`src/rtl/am_query_arbiter.sv`:
```
// am_query_arbiter: shares one associative memory between NUM_REQ query
// sources. A round-robin winner is accepted in IDLE, its query is issued to
// the AM, the result is captured and returned to the issuing requester. Only
// one query is outstanding at any time.

`ifndef HV_DIMENSION
`define HV_DIMENSION 64
`endif
`ifndef LABEL_WIDTH
`define LABEL_WIDTH 4
`endif
`ifndef DISTANCE_WIDTH
`define DISTANCE_WIDTH 8
`endif

module am_query_arbiter #(
   parameter int NUM_REQ = 4,
   parameter int HV_DIM  = `HV_DIMENSION,
   parameter int LABEL_W = `LABEL_WIDTH,
   parameter int DIST_W  = `DISTANCE_WIDTH,
   parameter int ID_W    = (NUM_REQ > 1) ? $clog2(NUM_REQ) : 1
) (
   input  logic                      Clk_CI,
   input  logic                      Rst_RBI,
   input  logic [NUM_REQ-1:0]        ReqValid_SI,
   output logic [NUM_REQ-1:0]        ReqReady_SO,
   input  logic [NUM_REQ*HV_DIM-1:0] ReqHypervector_DI,
   output logic                      AmValid_SO,
   input  logic                      AmReady_SI,
   output logic [HV_DIM-1:0]         AmHypervector_DO,
   input  logic                      AmValid_SI,
   output logic                      AmReady_SO,
   input  logic [LABEL_W-1:0]        AmLabelA_DI,
   input  logic [LABEL_W-1:0]        AmLabelV_DI,
   input  logic [DIST_W-1:0]         AmDistA_DI,
   input  logic [DIST_W-1:0]         AmDistV_DI,
   output logic [NUM_REQ-1:0]        RespValid_SO,
   input  logic [NUM_REQ-1:0]        RespReady_SI,
   output logic [ID_W-1:0]           RespId_DO,
   output logic [LABEL_W-1:0]        RespLabelA_DO,
   output logic [LABEL_W-1:0]        RespLabelV_DO,
   output logic [DIST_W-1:0]         RespDistA_DO,
   output logic [DIST_W-1:0]         RespDistV_DO,
   output logic [15:0]               QueryCount_DO,
   output logic                      Busy_SO
);

   // Candidate index needs one extra bit so ptr + k never overflows before the wrap compare.
   localparam int CAND_W = ID_W + 1;

   typedef enum logic [1:0] {
      ST_IDLE     = 2'd0,
      ST_ISSUE    = 2'd1,
      ST_WAIT_RES = 2'd2,
      ST_RESPOND  = 2'd3
   } state_e;

   state_e               state_q, state_d;
   logic [ID_W-1:0]      ptr_q, ptr_d;
   logic [ID_W-1:0]      id_q, id_d;
   logic [HV_DIM-1:0]    query_q, query_d;
   logic [LABEL_W-1:0]   label_a_q, label_a_d;
   logic [LABEL_W-1:0]   label_v_q, label_v_d;
   logic [DIST_W-1:0]    dist_a_q, dist_a_d;
   logic [DIST_W-1:0]    dist_v_q, dist_v_d;
   logic [15:0]          count_q, count_d;

   logic                 win_found_s;
   logic [ID_W-1:0]      win_idx_s;
   logic [HV_DIM-1:0]    win_hv_s;
   logic [CAND_W-1:0]    cand_sum_s;
   logic [CAND_W-1:0]    cand_s;
   logic                 hit_s;

   // Round-robin search: first valid requester scanning from ptr, wrapping by explicit compare.
   always_comb begin
      win_found_s = 1'b0;
      win_idx_s   = '0;
      cand_sum_s  = '0;
      cand_s      = '0;
      hit_s       = 1'b0;
      for (int k = 0; k < NUM_REQ; k++) begin
         cand_sum_s  = {1'b0, ptr_q} + CAND_W'(k);
         cand_s      = (cand_sum_s >= CAND_W'(NUM_REQ)) ? (cand_sum_s - CAND_W'(NUM_REQ)) : cand_sum_s;
         hit_s       = ReqValid_SI[cand_s[ID_W-1:0]] & ~win_found_s;
         win_idx_s   = hit_s ? cand_s[ID_W-1:0] : win_idx_s;
         win_found_s = win_found_s | ReqValid_SI[cand_s[ID_W-1:0]];
      end
   end

   // Select the winning requester's hypervector from the flattened input bus.
   always_comb begin
      win_hv_s = '0;
      for (int i = 0; i < NUM_REQ; i++) begin
         win_hv_s = (win_idx_s == ID_W'(i)) ? ReqHypervector_DI[i*HV_DIM +: HV_DIM] : win_hv_s;
      end
   end

   // One-hot grant in IDLE and one-hot response strobe in RESPOND.
   always_comb begin
      ReqReady_SO  = '0;
      RespValid_SO = '0;
      if ((state_q == ST_IDLE) && win_found_s) begin
         ReqReady_SO[win_idx_s] = 1'b1;
      end else begin
         ReqReady_SO = '0;
      end
      if (state_q == ST_RESPOND) begin
         RespValid_SO[id_q] = 1'b1;
      end else begin
         RespValid_SO = '0;
      end
   end

   assign AmValid_SO       = (state_q == ST_ISSUE);
   assign AmReady_SO       = (state_q == ST_WAIT_RES);
   assign Busy_SO          = (state_q != ST_IDLE);
   assign AmHypervector_DO = query_q;
   assign RespId_DO        = id_q;
   assign RespLabelA_DO    = label_a_q;
   assign RespLabelV_DO    = label_v_q;
   assign RespDistA_DO     = dist_a_q;
   assign RespDistV_DO     = dist_v_q;
   assign QueryCount_DO    = count_q;

   // Next-state logic: accept, issue, collect result, hand back and advance the pointer.
   always_comb begin
      state_d   = state_q;
      ptr_d     = ptr_q;
      id_d      = id_q;
      query_d   = query_q;
      label_a_d = label_a_q;
      label_v_d = label_v_q;
      dist_a_d  = dist_a_q;
      dist_v_d  = dist_v_q;
      count_d   = count_q;
      case (state_q)
         ST_IDLE: begin
            if (win_found_s) begin
               query_d = win_hv_s;
               id_d    = win_idx_s;
               state_d = ST_ISSUE;
            end else begin
               state_d = ST_IDLE;
            end
         end
         ST_ISSUE: begin
            if (AmReady_SI) begin
               state_d = ST_WAIT_RES;
            end else begin
               state_d = ST_ISSUE;
            end
         end
         ST_WAIT_RES: begin
            if (AmValid_SI) begin
               label_a_d = AmLabelA_DI;
               label_v_d = AmLabelV_DI;
               dist_a_d  = AmDistA_DI;
               dist_v_d  = AmDistV_DI;
               state_d   = ST_RESPOND;
            end else begin
               state_d = ST_WAIT_RES;
            end
         end
         ST_RESPOND: begin
            if (RespReady_SI[id_q]) begin
               ptr_d   = (id_q == ID_W'(NUM_REQ - 1)) ? '0 : (id_q + ID_W'(1));
               count_d = (count_q == 16'hFFFF) ? count_q : (count_q + 16'd1);
               state_d = ST_IDLE;
            end else begin
               state_d = ST_RESPOND;
            end
         end
         default: begin
            state_d = ST_IDLE;
         end
      endcase
   end

   // State and datapath registers; reset abandons any query in flight.
   always_ff @(posedge Clk_CI or negedge Rst_RBI) begin
      if (!Rst_RBI) begin
         state_q   <= ST_IDLE;
         ptr_q     <= '0;
         id_q      <= '0;
         query_q   <= '0;
         label_a_q <= '0;
         label_v_q <= '0;
         dist_a_q  <= '0;
         dist_v_q  <= '0;
         count_q   <= 16'd0;
      end else begin
         state_q   <= state_d;
         ptr_q     <= ptr_d;
         id_q      <= id_d;
         query_q   <= query_d;
         label_a_q <= label_a_d;
         label_v_q <= label_v_d;
         dist_a_q  <= dist_a_d;
         dist_v_q  <= dist_v_d;
         count_q   <= count_d;
      end
   end

endmodule

```
`config.mk`:
```
export PLATFORM = sky130hd
export DESIGN_NAME = am_query_arbiter
export DESIGN_NICKNAME = d
export VERILOG_FILES = /design/src/rtl/am_query_arbiter.sv
export SDC_FILE = /design/constraint.sdc
export NUM_CORES = 1
export LEC_CHECK = 0
export ABC_AREA = 1
export BUFFER_PORTS_ARGS = -buffer_cell sky130_fd_sc_hd__buf_2
export CAP_MARGIN = 20
export CORE_AREA = 10 10 152 154
export DETAILED_ROUTE_END_ITERATION = 12
export DIE_AREA = 0 0 162 164
export MAX_ROUTING_LAYER = met4
export PLACE_DENSITY_LB_ADDON = 0.25
export REMOVE_ABC_BUFFERS = 1
export SYNTH_ARGS = -nofsm -noshare
export SYNTH_HDL_FRONTEND = slang
export SYNTH_SLANG_ARGS = --single-unit
```
`constraint.sdc`:
```
create_clock -name Clk_CI -period 2.15 [get_ports Clk_CI]
set_input_delay 0.3225 -clock Clk_CI [delete_from_list [all_inputs] [get_ports Clk_CI]]
set_output_delay 0.3225 -clock Clk_CI [all_outputs]
set_load 0.01 [all_outputs]
```
==> summary.md, run 1 <==
| Metric | Value |
|---|---|
| Largest family of logic cells by synthesized area | simple AND/OR/NAND/NOR gates |
| Syn Std Cell Area | around 0.007 mm2 |
| Commonest non-fill, non-tap cell in the layout | buf_2 |
| CTS max path bufs | 2 |
| Iteration-0 DRC Markers | between 500 and 600 |
| Vias | between 8000 and 9000 |
| GPL Wtd Cong | between 0.9 and 1 |
| Clock slew at reported path FFs | 90 ps |
| Finish-stage setup viols | 68 |
| Num Clock Sinks | 110 |
| Post-Synth Simple-Gate Area | 0.411 |
| Status | complete, but fails checks |
| Post-Synth Adder-Cell Area | 0.00912 |
| Setup TNS | -12960 ps |
| Layout area overhead | 68.5% |
| Worst R2R Path Depth | 18 |
| Cts bufs inserted | 9 |
| Syn Area/Cell | 6.88 um2 |
| Synth warnings | 0 |
| H-tree Lvls | 3 |
| Post-synth top area cell | dfrtp_1 |
| Yosys reg bits | 110 |
| Die X | 162 um |
| M1 GR Usage | 0.266 |
| Area after DPL | 0.00964 mm2 |
| Reg2Reg Setup Slack | -270 ps |
| Lkg Pwr | 6.29 nW |
| Worst slew pin tran | approximately 520 ps |
| Number of global-route vias before repair | between 8000 and 9000 |
| WHS Path Cells | 3 |
| Total gr overflow | 0 |
| Met3 usage | 0.0608 |
| WL/cell | a little under 20 um |
| CP Launch Type | flop |
| Clock latency on the worst-skew pair | roughly 360 ps |
| I/O pin cnt | 409 |
| WP data required | 1830 ps |
| CTS tree | built |
| Max Clock Freq | 409 MHz |
| Sequential area share after synthesis | 0.401 |
| Layout cell share with drive strength beyond 1 | 0.486 |
| WS Path Type | flop to primary output |
| RR Endpoint | AmHypervector_DO[48] |
| Post-synth EDFFs | 0 |
| Hold Crit Class | input port to flop |
| Detail Route Antenna Nets | 0 |
| Violated checks | negative setup slack |
| Synth top area share | 0.401 |
| First-pass GRT wire length | around 47000 um |
| Top_reg_cell synth | dfrtp_1 |
| Detail Placement HPWL | 24000 um |
| Synth cell types | 29 |
| Post-Place Cells | 1683 |
| Core box area | ~0.02 mm2 |
| Power per cell area | 2040 mW/mm2 |
| Rows | 52 |
| Port bufs | slightly above 400 |
| Die height | approximately 160 um |
| Synth top area cells | dfrtp_1, nand2_1, nand3_1 |
| Final std cells w/o fill | around 1800 |
| Gr usage total | 0.232 |
| Max-slew violation count | 0 |
| Final-stage net count | 1771 |
| First drt pass iteration count | 5 |
| Post-synth ARST share | 1.00 |
| Largest net degree at the start of global routing | 62 |
| Area share of xor/xnor cells in the synthesized design | 0.0191 |
| Worst hold path endpoint | AmHypervector_DO[60] |
| DR vias/cell | 4.83 |
| Clock Skew | about 11 ps |
| Crit-path max FO | 8 |
| WP data arrival | ~2100 ps |
| Fin. Hold Viols | 0 |
| Peak VDD IR | ~1.1 mV |
| Multiplexer share of the synthesized area | 0.0394 |
| Worst hold start | ReqHypervector_DI[252] |
| Finished Cell Area | roughly 0.012 mm2 |
| Reg2reg start | ptr_q[0] |
| Synth Area in Compound Gates | 0.0388 |
| Effective utilization at floorplan | 0.342 |
| Setup ws final | -295 ps |
| Initial antenna violation count | 9 |
| Tcrit/Tclk final | 1.14 |
| CTS root buffer | clkbuf_16 |
| Gate Count Post-Synth | roughly 1000 |
| Drt drc | 0 |
| Commonest cells after routing, fill and taps aside | buf_2, nand2_1, nor2_1 |
| RSZ-0062 raised after global routing | yes |
| Tmin final | around 2400 ps |
| Max Cap Viol | 0 |
| Setup crit end kind | primary output |
| Max transition margin | 0.652 |
| Busiest grt layer | met2 |
| Drt total wl | roughly 34000 um |
| Full die area | about 0.027 mm2 |
| Global Route met2 Usage | 0.391 |
## sequential cells by signal, indices dropped and copies added (netlist names)
register and count:
AmHypervector_DO 64, QueryCount_DO 16, RespDistA_DO 8, RespDistV_DO 8, RespId_DO 2, RespLabelA_DO 4, RespLabelV_DO 4, ptr_q 2
state_q 2
## critical path, stage by stage (launching register included)
cell,delay [ps]
dfrtp_2,470
inv_2,120
nand2_1,90
nand2_2,90
nand2_2,70
nand2_2,110
nor2_1,60
nor2_1,150
nand2_2,90
nand2_4,100
buf_12,130
nand2_4,50
nor2_2,100
buf_2,140
## final cells by class
class | count | area, um2
Antenna cell | 9 | 22.5
Clock inverter | 7 | 105
Timing Repair Buffer | 517 | 3590
Timing Repair inverter | 1 | 7.51
Clock buffer | 9 | 225
Multi-Input combinational cell | 768 | 4260
Sequential cell | 110 | 2750
Fill cell | 1935 | 8480
Inverter | 67 | 264
Tap cell | 270 | 338
## synth_stat cells, drive strengths merged (5+ instances only)
library cell,instances
nand4,5
mux2,24
ha,5
nand2,314
o21ai,25
nor3,7
xnor2,6
a21boi,15
dfrtp,110
buf,40
inv,67
clkbuf,13
xor2,9
nand3,148
nor2,201
## what timing repair did
action,4_1_cts,5_1_grt
setup endpoints to repair,37,68
cloned,8,14
hold buffers,1,0
resized for setup,50,168
buffers inserted,21,7
hold endpoints to repair,32,0
pin swaps,20,52
## metal layers
| layer | vias up | share of wire |
|---|---|---|
| met5 | - | 0 |
| met4 | 0 | 0.019 |
| met3 | 43 | 0.081 |
| met2 | 401 | 0.50 |
| met1 | 3938 | 0.40 |
| li1 | 4115 | - |
## per-stage QoR
| step | hold WS [ps] | setup slack [ps] | util | power, mW |
|---|---|---|---|---|
| 2_1_floorplan | 26.9 | -1750 | - | 9.64 |
| 3_3_place_gp | 326 | -9.20 | 0.481 | 15.4 |
| 3_5_place_dp | 329 | -96.9 | 0.481 | 15.6 |
| 4_1_cts | 162 | -233 | 0.527 | 19.7 |
| 5_1_grt | 162 | -461 | 0.577 | 25.1 |
| 6_report | 171 | -295 | 0.577 | 23.6 |
## kinds of logic (layout without fill, tap and decap cells)
group                      count (synthesis)  after routing
xor gates and xnor gates                  15             15
adders and majority gates                  5              5
buffers and inverters                    120            601
AOI/OAI and AO/OA                         45             45
other                                      0              9
DFF                                      110            110
and+or+nand+nor                          679            679
muxes                                     24             24
## worst max-delay path by stage
stage	from	endpoint	slack (ps)	cells after the start
6_report	ptr_q[0]	ReqReady_SO[0]	-300	13
5_1_grt	ptr_q[0]	ReqReady_SO[2]	-460	13
4_1_cts	ptr_q[0]	ReqReady_SO[0]	-230	12
3_5_place_dp	ptr_q[0]	ReqReady_SO[1]	-100	11
3_3_place_gp	ptr_q[0]	ReqReady_SO[1]	-9	11
2_1_floorplan	ptr_q[0]	AmHypervector_DO[0]	-1750	13
## power by group
part / switching, mW / total (mW) / internal (mW)
logic: 9.72 / 18.0 / 8.30
registers: 0.579 / 3.62 / 3.04
clock network: 0.871 / 1.91 / 1.04
(Power assumes the default switching activity.)
==> run 2: changes to the inputs <==
REMOVE_ABC_BUFFERS = not set   (was 1)
==> run 2 against run 1 <==
Net effect:
- the flow still finishes with violations (negative setup slack)
- design area fell by 5.0%
- register-to-register slack improved by 40 ps
- global-route usage fell by 1.9 points
==> summary.md, run 2 (synthesis results as in run 1) <==
| Metric | Value |
|---|---|
| Reg2reg start | ptr_q[0] (unchanged) |
| Max-slew violation count | 0 (unchanged) |
| Clock slew at reported path FFs | 80 ps (was 90 ps) |
| Setup crit end kind | primary output (unchanged) |
| M1 GR Usage | 0.259 (was 0.266) |
| Area of the multi-input gates | 0.00408 mm2 (was 0.00426 mm2) |
| Worst R2R Path Depth | 17 (was 18) |
| Setup TNS | -11990 ps (was -12960 ps) |
| I/O pin cnt | 409 (unchanged) |
| Met3 usage | 0.0466 (was 0.0608) |
| RSZ-0062 raised after global routing | yes (unchanged) |
| Final-stage net count | 1755 (was 1771) |
| Critical-path top delay cell | dfrtp_2 (unchanged) |
| Full die area | 0.0266 mm2 (unchanged) |
| Tmin final | 2470 ps (was 2450 ps) |
| Die X | 162 um (unchanged) |
| Power per cell area | 1910 mW/mm2 (was 2040 mW/mm2) |
| Crit-path max cell delay | 470 ps (about the same) |
| Finish-stage setup viols | 68 (unchanged) |
| Clock Skew | 11.6 ps (was 10.9 ps) |
| CTS root buffer | clkbuf_16 (unchanged) |
| Sequential cell area | 0.00275 mm2 (unchanged) |
| Global Route met2 Usage | 0.346 (was 0.391) |
| CP delay by family, top | simple AND/OR/NAND/NOR gates (unchanged) |
| WP data arrival | 2150 ps (was 2120 ps) |
| Commonest non-fill, non-tap cell in the layout | buf_2 (unchanged) |
| Number of global-route vias before repair | 7920 (was 8428) |
| Largest net degree at the start of global routing | 48 (was 62) |
| Fin. Hold Viols | 0 (unchanged) |
| Worst hold path endpoint | AmHypervector_DO[52] (was AmHypervector_DO[60]) |
| Post-Place Cells | 1672 (was 1683) |
| Violated checks | negative setup slack (unchanged) |
| Setup ws final | -321 ps (was -295 ps) |
| Gr usage total | 0.213 (was 0.232) |
| Clock latency on the worst-skew pair | 350 ps (was 360 ps) |
| Detail Placement HPWL | 23500 um (was 24000 um) |
| Drt drc | 0 (unchanged) |
| Final std cells w/o fill | 1738 (was 1758) |
| Detail Route Antenna Nets | 0 (unchanged) |
| Layout cell share with drive strength beyond 1 | 0.448 (was 0.486) |
| H-tree Lvls | 3 (unchanged) |
| WP data required | 1830 ps (about the same) |
| Pre-CTS setup slack | -57.7 ps (was -96.9 ps) |
| First drt pass iteration count | 6 (was 5) |
| Iteration-0 DRC Markers | 467 (was 578) |
| Hold Crit Class | input port to flop (unchanged) |
| Commonest cells after routing, fill and taps aside | buf_2, nand2_1, nor2_1 (unchanged) |
| Num Clock Sinks | 110 (unchanged) |
| RR Endpoint | AmHypervector_DO[48] (unchanged) |
| Overall Power | 21.0 mW (was 23.6 mW) |
| Syn_nets | between 1000 and 1500 |
| Most used cell, CP | nand2_2 (unchanged) |
| Core box area | 0.0200 mm2 (unchanged) |
| Die height | 164 um (unchanged) |
| WHS Path Cells | 3 (unchanged) |
| WS Path Type | flop to primary output (unchanged) |
| Area after DPL | 0.00947 mm2 (was 0.00964 mm2) |
| Largest register FFs | 64 (unchanged) |
| WL/cell | 18.3 um (was 19.4 um) |
| Tcrit/Tclk final | 1.15 (was 1.14) |
| Initial antenna violation count | 4 (was 9) |
| Max transition margin | 0.682 (was 0.652) |
| Status | complete, but fails checks (unchanged) |
| Peak VDD IR | 1.09 mV (was 1.11 mV) |
| Cts bufs inserted | 9 (unchanged) |
| Lkg Pwr | 5.93 nW (was 6.29 nW) |
| Drt total wl | 31700 um (was 34000 um) |
| Port bufs | 408 (unchanged) |
| CTS max path bufs | 2 (unchanged) |
| Worst path cell trace | buf_6 > nand2_2 > nand2_2 > nand2_2 > nand2_4 > buf_4 > a21oi_2 > nand2_2 > nand2_8 > nand2_4 > nor2_2 > buf_2 (was inv_2 > nand2_1 > nand2_2 > nand2_2 > nand2_2 > nor2_1 > nor2_1 > nand2_2 > nand2_4 > buf_12 > nand2_4 > nor2_2 > buf_2) |
| Worst hold start | ReqHypervector_DI[244] (was ReqHypervector_DI[252]) |
| Effective utilization at floorplan | 0.342 (unchanged) |
| WP buf/inv | 3 (unchanged) |
| Layout area overhead | 60.1% (was 68.5%) |
| Fill cells | 1966 (was 1935) |
| Vias | 8325 (was 8497) |
| Max Cap Viol | 0 (unchanged) |
| CP Launch Type | flop (unchanged) |
| GPL Wtd Cong | 0.908 (was 0.907) |
| Max Clock Freq | 405 MHz (was 409 MHz) |
| Total gr overflow | 0 (unchanged) |
| Finished Cell Area | 0.0110 mm2 (was 0.0116 mm2) |
| Worst slew pin tran | 476 ps (was 521 ps) |
| First-pass GRT wire length | 43500 um (was 47100 um) |
| DR vias/cell | 4.79 (was 4.83) |
| Reg2Reg Setup Slack | -230 ps (was -270 ps) |
| Critical path depth | 12 (was 13) |
| Crit-path max FO | 7 (was 8) |
| CTS tree | built (unchanged) |
| Rows | 52 (unchanged) |
| Busiest grt layer | met2 (unchanged) |
-- run 2: changes by cell type in the layout (fill, tap and decap cells not counted), moves of 5 or more --
cell / previous run / this run
nand3_2: 45 / 14
buf_12: 23 / 18
nand2_2: 51 / 36
buf_16: 10 / 2
nand2_4: 34 / 27
nand2_1: 227 / 248
nand3_1: 101 / 131
-- run 2: worst max-delay path by stage --
stage / slack (ps) / endpoint / startpoint
finish: -320 / ReqReady_SO[0] / ptr_q[0]
global route: -410 / ReqReady_SO[0] / ptr_q[0]
CTS: -280 / ReqReady_SO[1] / ptr_q[0]
detailed placement: -60 / AmHypervector_DO[45] / ptr_q[0]
global placement: 8 / AmHypervector_DO[16] / ptr_q[0]
floorplan: 60 / ReqReady_SO[1] / ptr_q[0]
-- run 2: timing repair --
item	4_1_cts	5_1_grt
pin swaps	19	62
hold endpoints to repair	24	0
gates resized for setup	36	144
hold buffers	1	0
buffers inserted	15	15
cloned	2	13
setup endpoints to repair	40	71
-- run 2: tightest hold or removal path, cell delays in order --
cell	delay [ps]
buf_2	80
a21boi_1	50
nand2_1	50
-- run 2: cell type report --
class                      instances  share of cell area
multi-input combinational        769               0.372
inverter                          67              0.0238
antenna                            5             0.00114
timing repair buffer             500               0.295
timing repair inverter             1            0.000683
clock buffer                      10              0.0218
tap                              270              0.0308
sequential                       110               0.251
clock inverter                     6             0.00467
-- run 2: where the power goes --
part	switching (mW)	internal (mW)	leakage, nW
registers	0.586	3.04	1.31
clock network	0.854	0.843	0.146
logic	8.73	6.90	4.48
total	10.2	10.8	5.93
-- run 2: through the flow --
step            util  hold slack [ps]
2_1_floorplan      -             26.9
3_3_place_gp   0.473              264
3_5_place_dp   0.473              263
4_1_cts        0.502              161
5_1_grt        0.548              166
6_report       0.548              178
-- run 2: layer usage --
metal	vias to the layer above	share of wire
li1	4084	-
met1	3856	0.42
met2	354	0.50
met3	31	0.066
met4	0	0.019
met5	-	0
